File: config.mk
export PLATFORM = sky130hd
export DESIGN_NAME = scan_chain_loader
export DESIGN_NICKNAME = d
export VERILOG_FILES = /design/src/rtl/qtcore_pkg.sv /design/src/rtl/piso_sipo_byte.sv /design/src/rtl/scan_chain_loader.sv
export SDC_FILE = /design/constraint.sdc
export NUM_CORES = 1
export LEC_CHECK = 0
export CAP_MARGIN = 25
export CORE_MARGIN = 5
export CORE_UTILIZATION = 41
export CTS_CLUSTER_DIAMETER = 30
export DETAILED_ROUTE_END_ITERATION = 7
export PLACE_DENSITY = 0.72
export REMOVE_ABC_BUFFERS = 1
export SYNTH_ARGS = -nofsm -noshare
export SYNTH_HDL_FRONTEND = slang
export SYNTH_SLANG_ARGS = --single-unit
File: constraint.sdc
create_clock -name clk -period 2 [get_ports clk]
set_input_delay 0.2 -clock clk [delete_from_list [all_inputs] [get_ports clk]]
set_output_delay 0.2 -clock clk [all_outputs]
set_load 0.01 [all_outputs]
File: src/rtl/qtcore_pkg.sv
// Shared definitions for the qtcore memory bank and its scan-chain loader.
package qtcore_pkg;

  // Total scan-chain length: 31 memory bytes + 1 btn bit + 7 LED bits.
  localparam int SCAN_CHAIN_LEN = 256;
  localparam int MEM_BYTES      = 31;
  // Byte slot holding the btn/LED bits, at the scan_out end of the chain.
  localparam int IO_ADDR        = 31;

  typedef enum logic [1:0] {
    IDLE  = 2'd0,
    LOAD  = 2'd1,
    SHIFT = 2'd2,
    DONE  = 2'd3
  } loader_state_t;

endpackage

File: src/rtl/piso_sipo_byte.sv
// Byte serialiser/deserialiser: a parallel-load transmit register shifted out
// MSB first, paired with a serial-in receive register sharing one bit counter.
module piso_sipo_byte #(
  parameter int BYTE_W = 8
) (
  input  logic              clk,
  input  logic              rst_n,
  input  logic              i_clear,
  input  logic              i_load,
  input  logic [BYTE_W-1:0] i_load_data,
  input  logic              i_shift,
  input  logic              i_ser_in,
  output logic              o_ser_out,
  output logic              o_last_bit,
  output logic [BYTE_W-1:0] o_par_out,
  output logic              o_par_valid
);

  localparam int CNT_W = (BYTE_W > 1) ? $clog2(BYTE_W) : 1;

  logic [BYTE_W-1:0] r_shreg;
  logic [BYTE_W-1:0] r_rbreg;
  logic [CNT_W-1:0]  r_bit_cnt;
  logic [BYTE_W-1:0] r_par_out;
  logic              r_par_valid;
  logic [BYTE_W-1:0] w_rb_shifted;

  // The incoming bit is the one presented before the shifting edge.
  assign w_rb_shifted = {r_rbreg[BYTE_W-2:0], i_ser_in};
  assign o_last_bit   = (r_bit_cnt == CNT_W'(BYTE_W - 1));
  assign o_ser_out    = r_shreg[BYTE_W-1];
  assign o_par_out    = r_par_out;
  assign o_par_valid  = r_par_valid;

  // Load/shift datapath; bit counter parks on the last bit until the next load.
  always_ff @(posedge clk or negedge rst_n) begin
    if (!rst_n) begin
      r_shreg     <= '0;
      r_rbreg     <= '0;
      r_bit_cnt   <= '0;
      r_par_out   <= '0;
      r_par_valid <= 1'b0;
    end else begin
      r_par_valid <= 1'b0;
      if (i_clear) begin
        r_rbreg   <= '0;
        r_bit_cnt <= '0;
      end else if (i_load) begin
        r_shreg   <= i_load_data;
        r_bit_cnt <= '0;
      end else if (i_shift) begin
        r_shreg <= {r_shreg[BYTE_W-2:0], 1'b0};
        r_rbreg <= w_rb_shifted;
        if (o_last_bit) begin
          r_par_out   <= w_rb_shifted;
          r_par_valid <= 1'b1;
        end else begin
          r_bit_cnt <= r_bit_cnt + 1'b1;
        end
      end
    end
  end

endmodule

File: src/rtl/scan_chain_loader.sv
// Streams a program image byte by byte into the memory bank scan chain,
// returns the displaced chain contents as readback bytes and holds the CPU
// for the duration of the load.
module scan_chain_loader
  import qtcore_pkg::*;
#(
  parameter int CHAIN_LEN = SCAN_CHAIN_LEN,
  parameter int BYTE_W    = 8
) (
  input  logic              clk,
  input  logic              rst_n,
  input  logic              i_start,
  input  logic [BYTE_W-1:0] i_byte_in,
  input  logic              i_byte_valid,
  output logic              o_byte_ready,
  output logic              o_mem_scan_en,
  output logic              o_mem_scan_in,
  input  logic              i_mem_scan_out,
  output logic [BYTE_W-1:0] o_rb_byte,
  output logic              o_rb_valid,
  output logic              o_busy,
  output logic              o_cpu_hold,
  output logic              o_done
);

  localparam int NUM_BYTES = CHAIN_LEN / BYTE_W;
  localparam int BCNT_W    = $clog2(NUM_BYTES) + 1;

  loader_state_t     r_state;
  logic [BCNT_W-1:0] r_byte_cnt;
  logic              r_byte_ready;
  logic              r_scan_en;
  logic              r_busy;
  logic              r_done;

  logic w_start_ok;
  logic w_accept;
  logic w_last_bit;

  // Ready is a registered state flag, so it never depends on byte_valid.
  assign w_start_ok = (r_state == IDLE) && i_start;
  assign w_accept   = (r_state == LOAD) && i_byte_valid;

  assign o_byte_ready  = r_byte_ready;
  assign o_mem_scan_en = r_scan_en;
  assign o_busy        = r_busy;
  assign o_cpu_hold    = r_busy;
  assign o_done        = r_done;

  piso_sipo_byte #(
    .BYTE_W (BYTE_W)
  ) u_piso_sipo (
    .clk         (clk),
    .rst_n       (rst_n),
    .i_clear     (w_start_ok),
    .i_load      (w_accept),
    .i_load_data (i_byte_in),
    .i_shift     (r_scan_en),
    .i_ser_in    (i_mem_scan_out),
    .o_ser_out   (o_mem_scan_in),
    .o_last_bit  (w_last_bit),
    .o_par_out   (o_rb_byte),
    .o_par_valid (o_rb_valid)
  );

  // Loader FSM with registered ready/scan_en/busy/done; byte_cnt counts accepted bytes.
  always_ff @(posedge clk or negedge rst_n) begin
    if (!rst_n) begin
      r_state      <= IDLE;
      r_byte_cnt   <= '0;
      r_byte_ready <= 1'b0;
      r_scan_en    <= 1'b0;
      r_busy       <= 1'b0;
      r_done       <= 1'b0;
    end else begin
      r_done <= 1'b0;
      case (r_state)
        IDLE: begin
          if (i_start) begin
            r_state      <= LOAD;
            r_byte_cnt   <= '0;
            r_byte_ready <= 1'b1;
            r_busy       <= 1'b1;
          end
        end
        LOAD: begin
          if (i_byte_valid) begin
            r_state      <= SHIFT;
            r_byte_cnt   <= r_byte_cnt + 1'b1;
            r_byte_ready <= 1'b0;
            r_scan_en    <= 1'b1;
          end
        end
        SHIFT: begin
          if (w_last_bit) begin
            r_scan_en <= 1'b0;
            if (r_byte_cnt == BCNT_W'(NUM_BYTES)) begin
              r_state <= DONE;
              r_done  <= 1'b1;
            end else begin
              r_state      <= LOAD;
              r_byte_ready <= 1'b1;
            end
          end
        end
        DONE: begin
          r_state <= IDLE;
          r_busy  <= 1'b0;
        end
        default: begin
          r_state      <= IDLE;
          r_byte_ready <= 1'b0;
          r_scan_en    <= 1'b0;
          r_busy       <= 1'b0;
        end
      endcase
    end
  end

endmodule

### After elaboration in Yosys (flattened, before gate mapping)

Cells that the tools add are included.

* muxes and demuxes: 33
* bitwise gates (word level): 2
* eq/ne operators: 11
* reduce and logical (&&, ||, !) cells: 19
* add/sub/neg operators: 2

Operator list (number)
* two-way mux 7 bit: 3
* two-way mux 8 bit: 2
* two-way mux 1 bit: 13
* two-way mux 3 bit: 4
* two-way mux 6 bit: 2
* one-hot mux 6 bit (2 select lines): 1
* nonzero test 2 bit: 5
* AND reduction 3 bit: 3
* two-way mux 2 bit: 4
* one-hot mux 2 bit (4 select lines): 1
* AND reduction 2 bit: 4
* adder 6 x 1 -> 6 bit, second input constant: 1
* equality test 6 bit, second input constant: 1
* != test 2 bit, second input constant: 3
* nonzero test 3 bit: 2
* AND reduction 5 bit: 1
* equality test 2 bit, second input constant: 2
* != test 2 x 1 -> 1 bit, second input constant: 2
* one-hot mux 1 bit (2 select lines): 2
* AND reduction 4 bit: 1
* adder 3 x 1 -> 3 bit, second input constant: 1
* equality test 3 bit, second input constant: 1
* != test 3 x 1 -> 1 bit, second input constant: 1
* one-hot mux 1 bit (3 select lines): 1
* 4 further kinds: 6

* bits of input ports: 13
* logic and storage cells: 78
* output and inout bits: 15
* register bits after elaboration: 39

### Longest topological paths before layout

* depth in word-level cells: 5
* mapped depth: 6
* depth with buffers taken out: 6

### Modules after synthesis

Synthesis repeated with hierarchy kept, for this count alone.

* cell total of the unflattened synthesis: 174
* area total of the unflattened synthesis: 1831.8 µm²

Modules (own cells, without submodules)
* piso_sipo_byte: instances 1, area an instance 1189.9 µm², sequential area each 675.6 µm², cells each 107
* scan_chain_loader: instances 1, area an instance 641.9 µm², sequential area each 300.3 µm², cells each 67

### Worst setup path after synthesis

Ideal clock, no wire load.

* path kind: flip-flop to flip-flop
* start: reg r_state[1]
* end: reg u_piso_sipo.r_shreg[1]
* data required time: 1875 ps
* clock period less this slack: 1453 ps
* setup time: 125 ps
* arrival: 1329 ps
* buffers on the path: 1
* path slack: 547 ps
* cell stages (with the launch flop): 5
* path through: dfrtp_1 -> and3b_1 -> buf_2 -> mux2_1 -> mux2_2

* cells in the longest elaborated chain, start to end: 4
* elaborated cells on any way between the ends: 8
* those cells by class: eq/ne (1); mux (1); bitwise (1); reduce/logical (5)

RTL lines
* start: declaration: line scan_chain_loader.sv:29 `loader_state_t r_state;`
* start signal: assignment: line scan_chain_loader.sv:69 `r_state <= IDLE;`
* start signal: assignment: line scan_chain_loader.sv:80 `r_state <= LOAD;`
* start signal: assignment: line scan_chain_loader.sv:88 `r_state <= SHIFT;`
* equality test 2 x 1 -> 1 bit / logical NOT 2 bit (equally long branches): line scan_chain_loader.sv:42, scan_chain_loader.sv:41
* logical AND 1 bit, on equally long branches: line scan_chain_loader.sv:42, scan_chain_loader.sv:41
* nonzero test 2 bit (no source line) / inverter 1 bit (equally long branches)
* AND reduction 2 bit (no source line)
* end signal: assignment: line piso_sipo_byte.sv:49 `r_shreg <= i_load_data;`
* end signal: assignment: line piso_sipo_byte.sv:52 `r_shreg <= {r_shreg[BYTE_W-2:0], 1'b0};`
* end: declaration: line piso_sipo_byte.sv:21 `logic [BYTE_W-1:0] r_shreg;`

Several ways; a longest one is shown, not always the timed one.
A chain may end at the register's enable or synchronous reset.

### Final worst setup path

* start: reg r_state[0]
* end: reg u_piso_sipo.r_par_out[1], in the netlist u_piso_sipo.o_par_out[1]

* cells in the longest elaborated chain, start to end: 4
* elaborated cells on any way between the ends: 7
* those cells by class: eq/ne (1); bitwise (2); reduce/logical (4)

RTL lines
* equality test 2 x 1 -> 1 bit / logical NOT 2 bit (equally long branches): line scan_chain_loader.sv:42, scan_chain_loader.sv:41
* logical AND 1 bit, on equally long branches: line scan_chain_loader.sv:42, scan_chain_loader.sv:41
* inverter 1 bit (no source line)
* AND reduction 4 bit (no source line) *
* end signal: assignment: line piso_sipo_byte.sv:55 `r_par_out <= w_rb_shifted;`
* end: declaration: line piso_sipo_byte.sv:24 `logic [BYTE_W-1:0] r_par_out;`

Every way passes the cells marked *; elsewhere a longest branch is shown, timed or not.

==> flow_summary.yaml <==
run_status:
  status: "complete, no violations"
clock_tree:
  clk_pin_slew_ns: 0.07
  ctsHoldBuffers: 0
  clk_path_buf_depth: 2
  post_cts_buffers: 0
  tritoncts: "built"
  cts_num_sinks: 39
  numCtsBuffers: 5
  root_buffer: "clkbuf_8"
  ctsResizeCount: 0
  h-tree-depth: 2
  insertion_delay_ns: 0.29
timing:
  final.min_clock_period_ns: 1.66
  hold_violations: 0
  period_share: 0.832
  drv_slew: 0
  tightest_slew_ns: 0.849
  setup_viol: 0
  fmax_mhz: 601
  timing.setup.tns_ns: 0
  rsz0062_at_grt: "false"
  slew_headroom: 0.434
  fin_skew_ns: 0.00512
power_and_ir_drop:
  p_seq_frac: 0.422
  vdd_drop_max_v: 0.000662
  p_clk_frac: 0.225
  netSwitchingFraction: 0.313
  power_density_mw_per_mm2: 1280
  p_int_mw: 1.99
  p_sw_uw: 906
  p_leak_nw: 1.09
  combPwrFrac: 0.354
cells_and_area:
  fin_nets: 199
  layout_common_cells: "dfrtp_1 (39), clkdlybuf4s50_1 (26), nand2_1 (12), nor2_1 (11), mux2_4 (8)"
  post-route-util: 0.522
  mostFrequentLayoutCell: "dfrtp_1"
  drive_gt1_frac: 0.186
  nFillCells: 390
  antenna_cells: 0
  syn2layout_area_growth_pct: 25.3
setup_path:
  critPathMaxFanout: 9
  crit_type: "flip-flop to flip-flop"
  required_ns: 2.18
  cp-start-kind: "flip-flop"
  end_kind: "flip-flop"
  cp.arrival_ns: 1.84
logic_synthesis:
  synthesis.instances: 147
  synth_top_family_by_area: "multiplexers"
  yosysWarnings: 0
  synth-seq-cells: 39
  synth_compound_area_frac: 0.0999
  syn-cell-area_mm2: 0.00180
  synthMuxAreaShare: 0.171
  syn_area_per_cell_um2: 12.3
  synthSimpleGateAreaFrac: 0.110
  synth_xor_area_frac: 0.0194
  yosysSeqAreaShare: 0.541
  synth_fa_ha_area_frac: 0.0278
  synth.distinct_cells: 36
global_routing:
  grt_pass1_vias: 1314
  grt_pass1_wl_mm: 6.15
  antenna_found_initial: 0
  grt_max_degree: 40
  grt_util_all_layers: 0.130
  gr-total-overflow: 0
route:
  drc: 0
  via_per_inst: 5.09
  wirelength_mm: 3.41
  ant_nets: 0
  routedWlPerCell_um: 14.5
  dr_total_vias: 1196
  drt_iter0_markers: 28
  drtPass1Iterations: 4
placement:
  dp_hpwl_mm: 2.43
  io_buffers: 27
  routabilityCongestion: 0.753
die:
  initial_utilization: 0.417
  core_mm2: 0.00432
  dieHeight_um: 76.3
  fp.dieW_um: 76.3
  die_area_mm2: 0.00582
  num_rows: 24
  pin_count: 28
job:
  max-cap-violations: 0
hold_path:
  worst_hold_path_type: "input pin to asynchronous set/reset pin"
## Yosys cell counts
library cell / number / area (um2)
dfrtp_1: 39 / 976
nand2_1: 12 / 45.0
nor2_1: 11 / 41.3
mux2_4: 8 / 120
a22o_1: 7 / 61.3
mux2_1: 7 / 78.8
mux2_2: 7 / 78.8
inv_1: 5 / 18.8
o21ai_1: 5 / 25.0
ha_1: 4 / 50.1
o21ai_0: 4 / 20.0
a21oi_1: 3 / 15.0
mux2i_1: 3 / 30.0
nand2b_1: 3 / 18.8
xor2_1: 3 / 26.3
a21o_1: 2 / 15.0
buf_2: 2 / 10.0
nand4_1: 2 / 12.5
nor2b_1: 2 / 12.5
o2bb2ai_1: 2 / 17.5
a21oi_2: 1 / 8.76
a32o_1: 1 / 10.0
and2_1: 1 / 6.26
and3_1: 1 / 6.26
and3b_1: 1 / 8.76
buf_4: 1 / 7.51
buf_6: 1 / 11.3
clkbuf_1: 1 / 3.75
inv_2: 1 / 3.75
nand2_2: 1 / 6.26
nand2_8: 1 / 20.0
nor3_1: 1 / 5.00
nor4bb_1: 1 / 10.0
o21a_1: 1 / 7.51
or3_1: 1 / 6.26
xnor2_1: 1 / 8.76
## power groups by stage
stage,logic [mW],clock network [mW],registers (mW)
3_5_place_dp,1.04,0,1.23
5_1_grt,1.15,0.698,1.26
6_report,1.02,0.650,1.22
4_1_cts,1.04,0.669,1.22
2_1_floorplan,0.585,0,1.25
3_3_place_gp,1.00,0,1.22
## layout make-up
class / instances / area [um2] / share of cell area
Multi-Input combinational cell: 97 / 772 / 0.342
Clock inverter: 3 / 43.8 / 0.0194
Timing Repair Buffer: 33 / 310 / 0.137
Clock buffer: 5 / 68.8 / 0.0305
Inverter: 6 / 22.5 / 0.00997
Tap cell: 52 / 65.1 / 0.0288
Sequential cell: 39 / 976 / 0.432
## registers in the layout, indices dropped and copies added, names as in the netlist
register	cells
r_state	2
o_byte_ready	1
u_piso_sipo.r_shreg	8
o_done	1
o_busy	1
r_byte_cnt	6
u_piso_sipo.r_rbreg	7
u_piso_sipo.o_par_valid	1
o_mem_scan_en	1
u_piso_sipo.r_bit_cnt	3
u_piso_sipo.o_par_out	8
## metal layers
| layer | track usage | part of all wire |
|---|---|---|
| met2 | 0.204 | 0.47 |
| met3 | 0.0378 | 0.041 |
| met5 | 0 | 0 |
| met4 | 0.0577 | 0.018 |
| met1 | 0.165 | 0.47 |
## logic make-up after synthesis
| family | Yosys count |
|---|---|
| muxes | 25 |
| buffers and inverters | 11 |
| AOI/OAI and AO/OA | 26 |
| DFF | 39 |
| xor gates and xnor gates | 4 |
| adders and majority gates | 4 |
| and+or+nand+nor | 38 |
## stage by stage
stage | power (mW) | hold WS [ns] | cell area [um2] | setup WS (ns) | cells
after floorplan | 1.84 | -0.0956 | 1770 | 0.303 | 142
after global placement | 2.22 | 0.340 | 2150 | 0.200 | 227
after detailed placement | 2.27 | 0.362 | 2150 | 0.147 | 227
after CTS | 2.94 | 0.0374 | 2260 | 0.325 | 235
after global routing | 3.11 | 0.0875 | 2260 | 0.259 | 235
final | 2.89 | 0.0133 | 2260 | 0.336 | 235
## worst max-delay path, cell delays in order (launching register included)
cell     delay [ns]
dfrtp_1        0.47
mux2i_1        0.37
o21a_1         0.28
nand2_8        0.12
mux2_4         0.32
## worst paths after layout
| kind | start | to | slack [ns] | cells past startpoint |
|---|---|---|---|---|
| max | r_state[0]$_DFFE_PN0P_ | u_piso_sipo.o_par_out[1]$_DFFE_PN0P_ | 0.34 | 4 |
| min | rst_n | r_byte_cnt[3]$_DFFE_PN0P_ | 0.01 | 1 |
| max reg2reg | r_state[0]$_DFFE_PN0P_ | u_piso_sipo.o_par_out[1]$_DFFE_PN0P_ | 0.34 | 4 |
| min reg2reg | u_piso_sipo.r_shreg[6]$_DFFE_PN0P_ | u_piso_sipo.r_shreg[6]$_DFFE_PN0P_ | 0.51 | 1 |
| max in group asynchronous | rst_n | u_piso_sipo.o_par_out[5]$_DFFE_PN0P_ | 1.46 | 1 |
| min in group clk | u_piso_sipo.r_shreg[6]$_DFFE_PN0P_ | u_piso_sipo.r_shreg[6]$_DFFE_PN0P_ | 0.51 | 1 |
Note: power is estimated with default switching activity, not from simulation.
